===== config.mk =====
export PLATFORM = sky130hd
export DESIGN_NAME = lu_block_sched_flat
export DESIGN_NICKNAME = d
export VERILOG_FILES = /design/src/rtl/lu_block_sched_if.sv /design/src/rtl/lu_block_sched.sv /design/src/flat_wrapper.sv
export SDC_FILE = /design/constraint.sdc
export NUM_CORES = 1
export LEC_CHECK = 0
export CAP_MARGIN = 30
export CORE_MARGIN = 2
export CORE_UTILIZATION = 40
export CTS_CLUSTER_SIZE = 20
export DETAILED_ROUTE_END_ITERATION = 8
export GPL_TIMING_DRIVEN = 1
export PLACE_DENSITY = 0.57
export SLEW_MARGIN = 20
export SYNTH_ARGS = -nofsm -noshare
export SYNTH_HDL_FRONTEND = slang
export SYNTH_SLANG_ARGS = --single-unit

===== constraint.sdc =====
create_clock -name clk -period 4.6 [get_ports clk]
set_input_delay 0.92 -clock clk [delete_from_list [all_inputs] [get_ports clk]]
set_output_delay 0.92 -clock clk [all_outputs]
set_load 0.01 [all_outputs]

===== src/rtl/lu_block_sched_if.sv =====
// Dispatch and handshake bundle between the LU block scheduler and its environment.
// The master side is the scheduler. The slave side is the start/CPU-completion environment.
interface lu_block_sched_if #(
  parameter int N_CPU = 4,
  parameter int NB_W  = 3
);
  logic             i_start;
  logic [NB_W:0]    i_nblocks;
  logic             o_busy;
  logic             o_done;
  logic [NB_W-1:0]  o_kb;
  logic [N_CPU-1:0] o_go;
  logic [1:0]       o_mode;
  logic [NB_W-1:0]  o_row;
  logic [NB_W-1:0]  o_col;
  logic             o_whichpage;
  logic             o_flush;
  logic [N_CPU-1:0] i_done;

  modport master (
    input  i_start, i_nblocks, i_done,
    output o_busy, o_done, o_kb, o_go, o_mode, o_row, o_col, o_whichpage, o_flush
  );

  modport slave (
    output i_start, i_nblocks, i_done,
    input  o_busy, o_done, o_kb, o_go, o_mode, o_row, o_col, o_whichpage, o_flush
  );
endinterface


===== src/rtl/lu_block_sched.sv =====
// Blocked-LU outer-step scheduler: walks the NB x NB block grid per kb step and
// dispatches diagonal, panel and trailing blocks to N_CPU pipelines behind kb barriers.
module lu_block_sched #(
  parameter int N_CPU = 4,
  parameter int NB_W  = 3
) (
  input  logic             clk,
  input  logic             reset,
  lu_block_sched_if.master bus
);
  localparam int               CW       = NB_W + 1;
  localparam logic [CW-1:0]    NB_MAX   = {1'b1, {NB_W{1'b0}}};
  localparam logic [N_CPU-1:0] ONE_CPU0 = N_CPU'(1);
  localparam logic [1:0] MODE_1 = 2'd0, MODE_2 = 2'd1, MODE_3 = 2'd2, MODE_4 = 2'd3;

  typedef enum logic [2:0] {
    S_IDLE, S_A, S_A_WAIT, S_B, S_B_WAIT, S_C, S_C_WAIT, S_DONE
  } state_t;

  state_t           state_q, state_n;
  logic [CW-1:0]    nb_q, nb_n, kb_q, kb_n, r_q, r_n, c_q, c_n, ti_q, ti_n, tj_q, tj_n;
  logic [CW-1:0]    kb1;
  logic [N_CPU-1:0] busy_q, page_q, busy_eff;
  logic [N_CPU-1:0] pick_any, pick_b, row_pick, go;
  logic [1:0]       mode;
  logic [CW-1:0]    row, col;
  logic             flush, done;

  assign kb1      = kb_q + 1'b1;
  // A done arriving this cycle already opens a barrier; it only frees the CPU for dispatch next cycle.
  assign busy_eff = busy_q & ~bus.i_done;

  always_comb begin
    pick_any = '0;
    pick_b   = '0;
    for (int k = N_CPU - 1; k >= 0; k--)
      if (!busy_q[k]) begin
        pick_any    = '0;
        pick_any[k] = 1'b1;
      end
    for (int k = N_CPU - 1; k >= 1; k--)
      if (!busy_q[k]) begin
        pick_b    = '0;
        pick_b[k] = 1'b1;
      end
    if (N_CPU > 1) row_pick = pick_b;
    else           row_pick = (r_q >= nb_q) ? pick_any : '0;
  end

  always_comb begin
    state_n = state_q;
    nb_n    = nb_q;
    kb_n    = kb_q;
    r_n     = r_q;
    c_n     = c_q;
    ti_n    = ti_q;
    tj_n    = tj_q;
    go      = '0;
    mode    = MODE_1;
    row     = '0;
    col     = '0;
    flush   = 1'b0;
    done    = 1'b0;
    case (state_q)
      S_IDLE: if (bus.i_start) begin
        nb_n    = (bus.i_nblocks > NB_MAX) ? NB_MAX : bus.i_nblocks;
        kb_n    = '0;
        state_n = (bus.i_nblocks == '0) ? S_DONE : S_A;
      end
      S_A: if (!busy_q[0]) begin
        go      = ONE_CPU0;
        mode    = MODE_1;
        row     = kb_q;
        col     = kb_q;
        flush   = 1'b1;
        state_n = S_A_WAIT;
      end
      S_A_WAIT: if (busy_eff == '0) begin
        if (kb1 < nb_q) begin
          r_n     = kb1;
          c_n     = kb1;
          state_n = S_B;
        end else begin
          state_n = S_DONE;
        end
      end
      S_B: begin
        // Column (MODE_2) has priority: it is tied to the single BPU.
        if (r_q >= nb_q && c_q >= nb_q) begin
          state_n = S_B_WAIT;
        end else if (r_q < nb_q && !busy_q[0]) begin
          go    = ONE_CPU0;
          mode  = MODE_2;
          row   = r_q;
          col   = kb_q;
          flush = 1'b1;
          r_n   = r_q + 1'b1;
        end else if (c_q < nb_q && (|row_pick)) begin
          go    = row_pick;
          mode  = MODE_3;
          row   = kb_q;
          col   = c_q;
          flush = 1'b1;
          c_n   = c_q + 1'b1;
        end
      end
      S_B_WAIT: if (busy_eff == '0) begin
        ti_n    = kb1;
        tj_n    = kb1;
        state_n = S_C;
      end
      S_C: begin
        if (ti_q >= nb_q) begin
          state_n = S_C_WAIT;
        end else if (|pick_any) begin
          go    = pick_any;
          mode  = MODE_4;
          row   = ti_q;
          col   = tj_q;
          flush = (ti_q == kb1) || (tj_q == kb1);
          if (tj_q + 1'b1 >= nb_q) begin
            tj_n = kb1;
            ti_n = ti_q + 1'b1;
          end else begin
            tj_n = tj_q + 1'b1;
          end
        end
      end
      S_C_WAIT: if (busy_eff == '0) begin
        kb_n    = kb1;
        state_n = S_A;
      end
      S_DONE: begin
        done    = 1'b1;
        state_n = S_IDLE;
      end
      default: state_n = S_IDLE;
    endcase
  end

  always_ff @(posedge clk or posedge reset) begin
    if (reset) begin
      state_q <= S_IDLE;
      nb_q    <= '0;
      kb_q    <= '0;
      r_q     <= '0;
      c_q     <= '0;
      ti_q    <= '0;
      tj_q    <= '0;
      busy_q  <= '0;
      page_q  <= '0;
    end else begin
      state_q <= state_n;
      nb_q    <= nb_n;
      kb_q    <= kb_n;
      r_q     <= r_n;
      c_q     <= c_n;
      ti_q    <= ti_n;
      tj_q    <= tj_n;
      busy_q  <= busy_eff | go;
      page_q  <= page_q ^ go;
    end
  end

  assign bus.o_busy      = (state_q != S_IDLE);
  assign bus.o_done      = done;
  assign bus.o_kb        = kb_q[NB_W-1:0];
  assign bus.o_go        = go;
  assign bus.o_mode      = mode;
  assign bus.o_row       = row[NB_W-1:0];
  assign bus.o_col       = col[NB_W-1:0];
  assign bus.o_whichpage = |(go & page_q);
  assign bus.o_flush     = flush;
endmodule


===== src/flat_wrapper.sv =====
// flat-port wrapper written by rule: the top's interface ports become plain ports
module lu_block_sched_flat 
#(
  parameter int N_CPU = 4,
  parameter int NB_W  = 3
)
  (clk, reset, bus_i_start, bus_i_nblocks, bus_i_done, bus_o_busy, bus_o_done, bus_o_kb, bus_o_go, bus_o_mode, bus_o_row, bus_o_col, bus_o_whichpage, bus_o_flush);
  lu_block_sched_if #(.N_CPU(N_CPU), .NB_W(NB_W)) bus_i ();
  input  logic clk;
  input  logic reset;
  input wire logic [$bits(bus_i.i_start)-1:0] bus_i_start;
  input wire logic [$bits(bus_i.i_nblocks)-1:0] bus_i_nblocks;
  input wire logic [$bits(bus_i.i_done)-1:0] bus_i_done;
  output wire logic [$bits(bus_i.o_busy)-1:0] bus_o_busy;
  output wire logic [$bits(bus_i.o_done)-1:0] bus_o_done;
  output wire logic [$bits(bus_i.o_kb)-1:0] bus_o_kb;
  output wire logic [$bits(bus_i.o_go)-1:0] bus_o_go;
  output wire logic [$bits(bus_i.o_mode)-1:0] bus_o_mode;
  output wire logic [$bits(bus_i.o_row)-1:0] bus_o_row;
  output wire logic [$bits(bus_i.o_col)-1:0] bus_o_col;
  output wire logic [$bits(bus_i.o_whichpage)-1:0] bus_o_whichpage;
  output wire logic [$bits(bus_i.o_flush)-1:0] bus_o_flush;
  assign bus_i.i_start = bus_i_start;
  assign bus_i.i_nblocks = bus_i_nblocks;
  assign bus_i.i_done = bus_i_done;
  assign bus_o_busy = bus_i.o_busy;
  assign bus_o_done = bus_i.o_done;
  assign bus_o_kb = bus_i.o_kb;
  assign bus_o_go = bus_i.o_go;
  assign bus_o_mode = bus_i.o_mode;
  assign bus_o_row = bus_i.o_row;
  assign bus_o_col = bus_i.o_col;
  assign bus_o_whichpage = bus_i.o_whichpage;
  assign bus_o_flush = bus_i.o_flush;
  lu_block_sched #(.N_CPU(N_CPU), .NB_W(NB_W)) u_core (.clk(clk), .reset(reset), .bus(bus_i));
endmodule

### Yosys cells after proc, flatten, opt, wreduce, memory -nomap -nowiden

Cells that the tools add are included.
W data, S select, Z words.

* register bits after elaboration: 35
* bits in latches: 0
* RAM bits: 0
* memory bits (read-only): 0
* input bits: 11
* output and inout bits: 19
* logic and storage cells: 142
* memories kept: 0

* add/subtract/negate cells: 5
* multiply operators: 0
* div/mod/pow operators: 0
* order comparisons: 8
* eq/ne operators: 24
* shifts and indexed selects: 0
* mux-type cells: 69
* bitwise operators: 5
* reductions and logical operators: 22

Operators with widths (number)
* $mux W4: 25
* $mux W3: 20
* $pmux W4 S2: 5
* $pmux W3 S8: 1
* $add A4 B1 Y4 const B: 5
* $ne A2 B1 Y1 const B: 10
* $pmux W3 S3: 2
* $ge A4 B4 Y1: 4
* $eq A3 B3 Y1 const B: 4
* $lt A4 B4 Y1: 3
* $pmux W4 S3: 1
* $reduce_or A4 Y1: 3
* $mux W2: 5
* $ne A2 B2 Y1 const B: 5
* $reduce_and A5 Y1: 2
* $and A4 B4 Y4: 2
* $eq A4 B4 Y1: 2
* $logic_not A4 Y1: 2
* $mux W1: 8
* $reduce_and A7 Y1: 1
* $eq A3 B2 Y1 const B: 2
* $reduce_and A6 Y1: 1
* $reduce_bool A2 Y1: 3
* $gt A4 B4 Y1 const B: 1
* 14 further kinds: 16

### Longest topological paths before layout

* depth in word-level cells: 11
* mapped depth: 11
* mapped depth without buffers: 10

### Worst setup path after synthesis

Ideal clock, no wire load.

* path type: reg2out
* start point: register u_core.r_q[1]
* end point: output bus_o_whichpage
* data arrival time: 2593 ps
* data required time: 3680 ps
* slack: 1087 ps
* cell stages (with the launch flop): 11
* buffers on the path: 1
* cells stage by stage: dfrtp_1 ha_1 nor2b_4 o211ai_2 a32o_2 and3_1 buf_6 a22oi_4 nor2_1 ha_1 or4_1

* cells in the longest elaborated chain, start to end: 7
* elaborated cells on any way between the ends: 9
* those cells by class: 2 x order compare; 3 x mux; 1 x bitwise; 3 x reduce/logical

Ends and longest elaborated chain
* from (decl): line lu_block_sched.sv:21 `logic [CW-1:0] nb_q, nb_n, kb_q, kb_n, r_q, r_n, c_q, c_n, ti_q, ti_n, tj_q, tj_n;`
* from (signal assigned): line lu_block_sched.sv:156 `r_q <= r_n;`
* $lt A4 B4 Y1: line lu_block_sched.sv:91 `end else if (r_q < nb_q && !busy_q[0]) begin`
* $logic_and A1 B1 Y1: line lu_block_sched.sv:91
* $mux W4: line lu_block_sched.sv:91
* $mux W4 (*): line lu_block_sched.sv:89 `if (r_q >= nb_q && c_q >= nb_q) begin`
* $pmux W4 S3 (*): line lu_block_sched.sv:64 `case (state_q)`
* named net bus_o_go[1]: line flat_wrapper.sv:17 `output wire logic [$bits(bus_i.o_go)-1:0] bus_o_go;`
* $and A4 B4 Y4 (*): line lu_block_sched.sv:172 `assign bus.o_whichpage = |(go & page_q);`
* $reduce_or A4 Y1 (*): line lu_block_sched.sv:172
* to (decl): line flat_wrapper.sv:21 `output wire logic [$bits(bus_i.o_whichpage)-1:0] bus_o_whichpage;`

The timed path passes the listed nets; every way through them passes the cells marked *.

### Worst setup path after layout

* start point: register u_core.nb_q[3]
* end point: output bus_o_whichpage

* cells in the longest elaborated chain, start to end: 8
* elaborated cells on any way between the ends: 15
* those cells by class: 5 x order compare; 5 x mux; 1 x bitwise; 4 x reduce/logical

Ends and longest elaborated chain
* from (decl): line lu_block_sched.sv:21
* from (signal assigned): line lu_block_sched.sv:154 `nb_q <= nb_n;`
* $lt A4 B4 Y1: line lu_block_sched.sv:98 `end else if (c_q < nb_q && (|row_pick)) begin`
* $logic_and A1 B1 Y1: line lu_block_sched.sv:98
* $mux W4: line lu_block_sched.sv:98
* $mux W4: line lu_block_sched.sv:91
* $mux W4: line lu_block_sched.sv:89
* $pmux W4 S3 (*): line lu_block_sched.sv:64
* $and A4 B4 Y4 (*): line lu_block_sched.sv:172
* $reduce_or A4 Y1 (*): line lu_block_sched.sv:172

Every way passes the cells marked *; elsewhere a longest branch is shown, timed or not.

==> flow_summary.yaml <==
route:
  routed-via-count: 2412
  first_pass_iters: 5
  via_per_inst: 5.52
  drt-total-wl_mm: 7.56
  antenna_left: 0
  drt_iter0_drc: 178
  wire_per_inst_um: 17.3
  drc: 0
layout:
  area_growth_pct: 16.2
  fin_util_pct: 47.9
  final_layout_size_suffix_gt1_share_pct: 11.1
  nNetsFinal: 379
  stdcell_count: 437
  diodes: 0
  nFillCells: 658
  fin_area_mm2: 0.00326
synthesis:
  syn_area_per_cell_um2: 8.90
  syn_inst: 315
  synth_xor_area_share_pct: 3.39
  synth_nets: 354
  synthMuxAreaShare_pct: 1.52
  synth_simple_gate_area_share_pct: 21.2
  yosys.cell_types.count: 66
  synth_most_common_cell: "dfrtp_1"
  synth_edf_count: 0
  synth-compound-area-share_pct: 24.4
  netlist_top_cells_area: "dfrtp_1 31%, ha_1 13%, o21ai_0 4.6%"
  ys_warn_count: 0
  synthArstFlopShare_pct: 100
  synth-seq-cells: 35
  synth_ff_type: "dfrtp_1"
  yosys.area_share.adder_pct: 12.5
  yosysSeqAreaShare_pct: 31.3
  synth_top_area_share_pct: 31.3
  synth_top_family_by_area: "compound AO/OA/AOI/OAI gates"
  synth_area_mm2: 0.00280
  synth_top_cell_by_area: "dfrtp_1"
  synthTopCellsByCount: "35 x dfrtp_1, 31 x nand2_1, 28 x ha_1"
worst_setup_path:
  critPathSlowestCell: "or4_1"
  cp_cell_sequence: "inv_1 > ha_1 > a21oi_2 > and2_1 > nand2_1 > and3_2 > a22oi_4 > nor2_1 > ha_1 > or4_1 > clkdlybuf4s50_1"
  critPathKind: "reg2out"
  worstSetupEndpointType: "output pin"
  crit_required_ns: 3.68
  reg2reg_depth: 10
  crit_top_cell: "ha_1"
  cp_max_fo: 7
  start_kind: "flop"
  cp.arrival_ns: 3.45
  r2r_end: "u_core.c_q[1]$_DFFE_PP0P_"
  r2r_start: "u_core.kb_q[0]$_DFFE_PP0P_"
  r2r_slack_ns: 1.32
  slowest_delay_ns: 0.50
placement:
  gp_congestion: 0.960
  placed_cell_area_mm2: 0.00315
  post-dp-hpwl_mm: 5.72
  preCtsSetupSlack_ns: 0.496
  dp_cells: 429
  place.port_buffers: 29
outcome:
  status: "completed"
hold_path:
  holdCritPathClass: "reg2reg"
  min_to: "u_core.page_q[2]$_DFF_PP0_"
  min-delay-start: "u_core.page_q[2]$_DFF_PP0_"
  hold_depth: 1
clocking:
  clock_sinks: 35
  tritoncts: "done"
  clk_pin_slew_ns: 0.08
  cts_made_buffers: 5
  insertion_delay_ns: 0.30
  clock_path_buffers: 2
  root_buffer: "clkbuf_8"
  cts_max_level: 2
  post_cts_buffers: 0
global_routing:
  grt_pass1_vias: 2383
  grt_use_total_pct: 21.5
  grt_pass1_wl_mm: 12.5
  grt_antenna_before_repair: 0
  gr-total-overflow: 0
  grt_max_degree: 36
timing:
  worst_slack_ns: 0.231
  setup_viol: 0
  hold_violations: 0
  fin_crit_sh_pct: 95.0
  slew_headroom_pct: 51.2
  max_slew.worst_pin.slew_ns: 0.729
  layout_min_cycle_time_ns: 4.37
  skew_ns: 0.00817
  max_freq_mhz: 229
  final-max-slew-violation-count: 0
  setup-tns-final_ns: 0
  rsz0062_at_grt: "false"
power:
  peakVddDrop_uv: 332
  seqPwrFrac_pct: 23.9
  p_int_w: 0.00135
  p_leak_nw: 1.46
  power_switching_w: 0.00134
  power_switching_share_pct: 49.9
  power_density_mw_per_mm2: 827
  p_clk_share_pct: 9.6
  combPwrFrac_pct: 66.5
floorplan:
  die_x_um: 87.7
  rows: 30
  core_area_mm2: 0.00679
  initial_core_util_pct: 41.3
  io_pins: 30
  die-area_mm2: 0.00769
  die_y_um: 87.7
flow_run:
  maxCapViolations: 0
==> worst max-delay path: cells and delay by family, from the launching register on <==
kind,cells,cell delay [ns]
and+or+nand+nor,5,1.17
adders and majority gates,2,0.51
AOI/OAI and AO/OA,2,0.42
buffers and inverters,2,0.68
DFF,1,0.38
==> power groups by stage <==
stage	logic, W	registers (W)	clock network [W]
6_report	0.00179	0.000645	0.000258
5_1_grt	0.00200	0.000667	0.000274
4_1_cts	0.00178	0.000641	0.000264
3_5_place_dp	0.00176	0.000646	0
3_3_place_gp	0.00174	0.000648	0
2_1_floorplan	0.00136	0.000550	0
==> cell usage in the layout, fill, tap and decap left out, types with 11 or more instances in the layout <==
master            n
clkdlybuf4s50_1  29
nand3_1          20
nand2b_1         11
nor2_1           20
inv_1            18
dfrtp_1          35
o21ai_0          26
a21oi_1          14
nand2_1          31
ha_1             28
==> per-stage QoR <==
stage                     power (W)  hold WS [ns]
final                       0.00269         0.472
after global routing        0.00294         0.497
after CTS                   0.00268         0.479
after detailed placement    0.00241         0.460
after global placement      0.00239         0.454
after floorplan             0.00191         0.443
==> flip-flops by register name (all words and copies together), names as in the netlist <==
register / cells
u_core.tj_q: 4
u_core.page_q: 4
u_core.state_q: 3
u_core.r_q: 4
u_core.c_q: 4
u_core.nb_q: 4
u_core.ti_q: 4
u_core.busy_q: 4
u_core.kb_q: 4
==> cell families (layout without fill, tap and decap cells) <==
| logic type | Yosys count | count (layout) |
|---|---|---|
| adders and majority gates | 28 | 28 |
| AOI/OAI and AO/OA | 93 | 93 |
| muxes | 4 | 4 |
| xor gates and xnor gates | 10 | 10 |
| and+or+nand+nor | 112 | 112 |
| DFF | 35 | 35 |
| buffers and inverters | 33 | 59 |
==> metal layers <==
layer	part of all wire [%]	GRT usage [%]
met5	0	0
met4	2.0	7.13
met3	5.7	3.30
met2	45	33.3
met1	47	30.8
==> how the worst max path moves through the flow <==
stage	cells past startpoint	end	from
2_1_floorplan	10	bus_o_whichpage	u_core.r_q[1]$_DFFE_PP0P_
3_3_place_gp	10	bus_o_whichpage	u_core.c_q[1]$_DFFE_PP0P_
3_5_place_dp	11	bus_o_whichpage	u_core.nb_q[3]$_DFFE_PP0P_
4_1_cts	11	bus_o_whichpage	u_core.nb_q[3]$_DFFE_PP0P_
5_1_grt	11	bus_o_whichpage	u_core.nb_q[1]$_DFFE_PP0P_
6_report	11	bus_o_whichpage	u_core.nb_q[3]$_DFFE_PP0P_
==> area by class of cell <==
type                    count  area, um^2  share of cell area [%]
clock buffers               7        96.3                    2.96
clock inverters             1        7.51                   0.231
multi-input cells         247        1770                    54.4
inverters                  19        71.3                    2.19
repair buffers             32         313                    9.60
flip-flops and latches     35         876                    26.9
well taps                  96         120                    3.69
==> timing repair <==
action / CTS / global route
hold buffers: 0 / 0
hold endpoints to repair: 0 / 0
resized for setup: 0 / 2
endpoints found under the setup margin: 0 / 1
No activity file was read; power rests on OpenSTA's default activity.
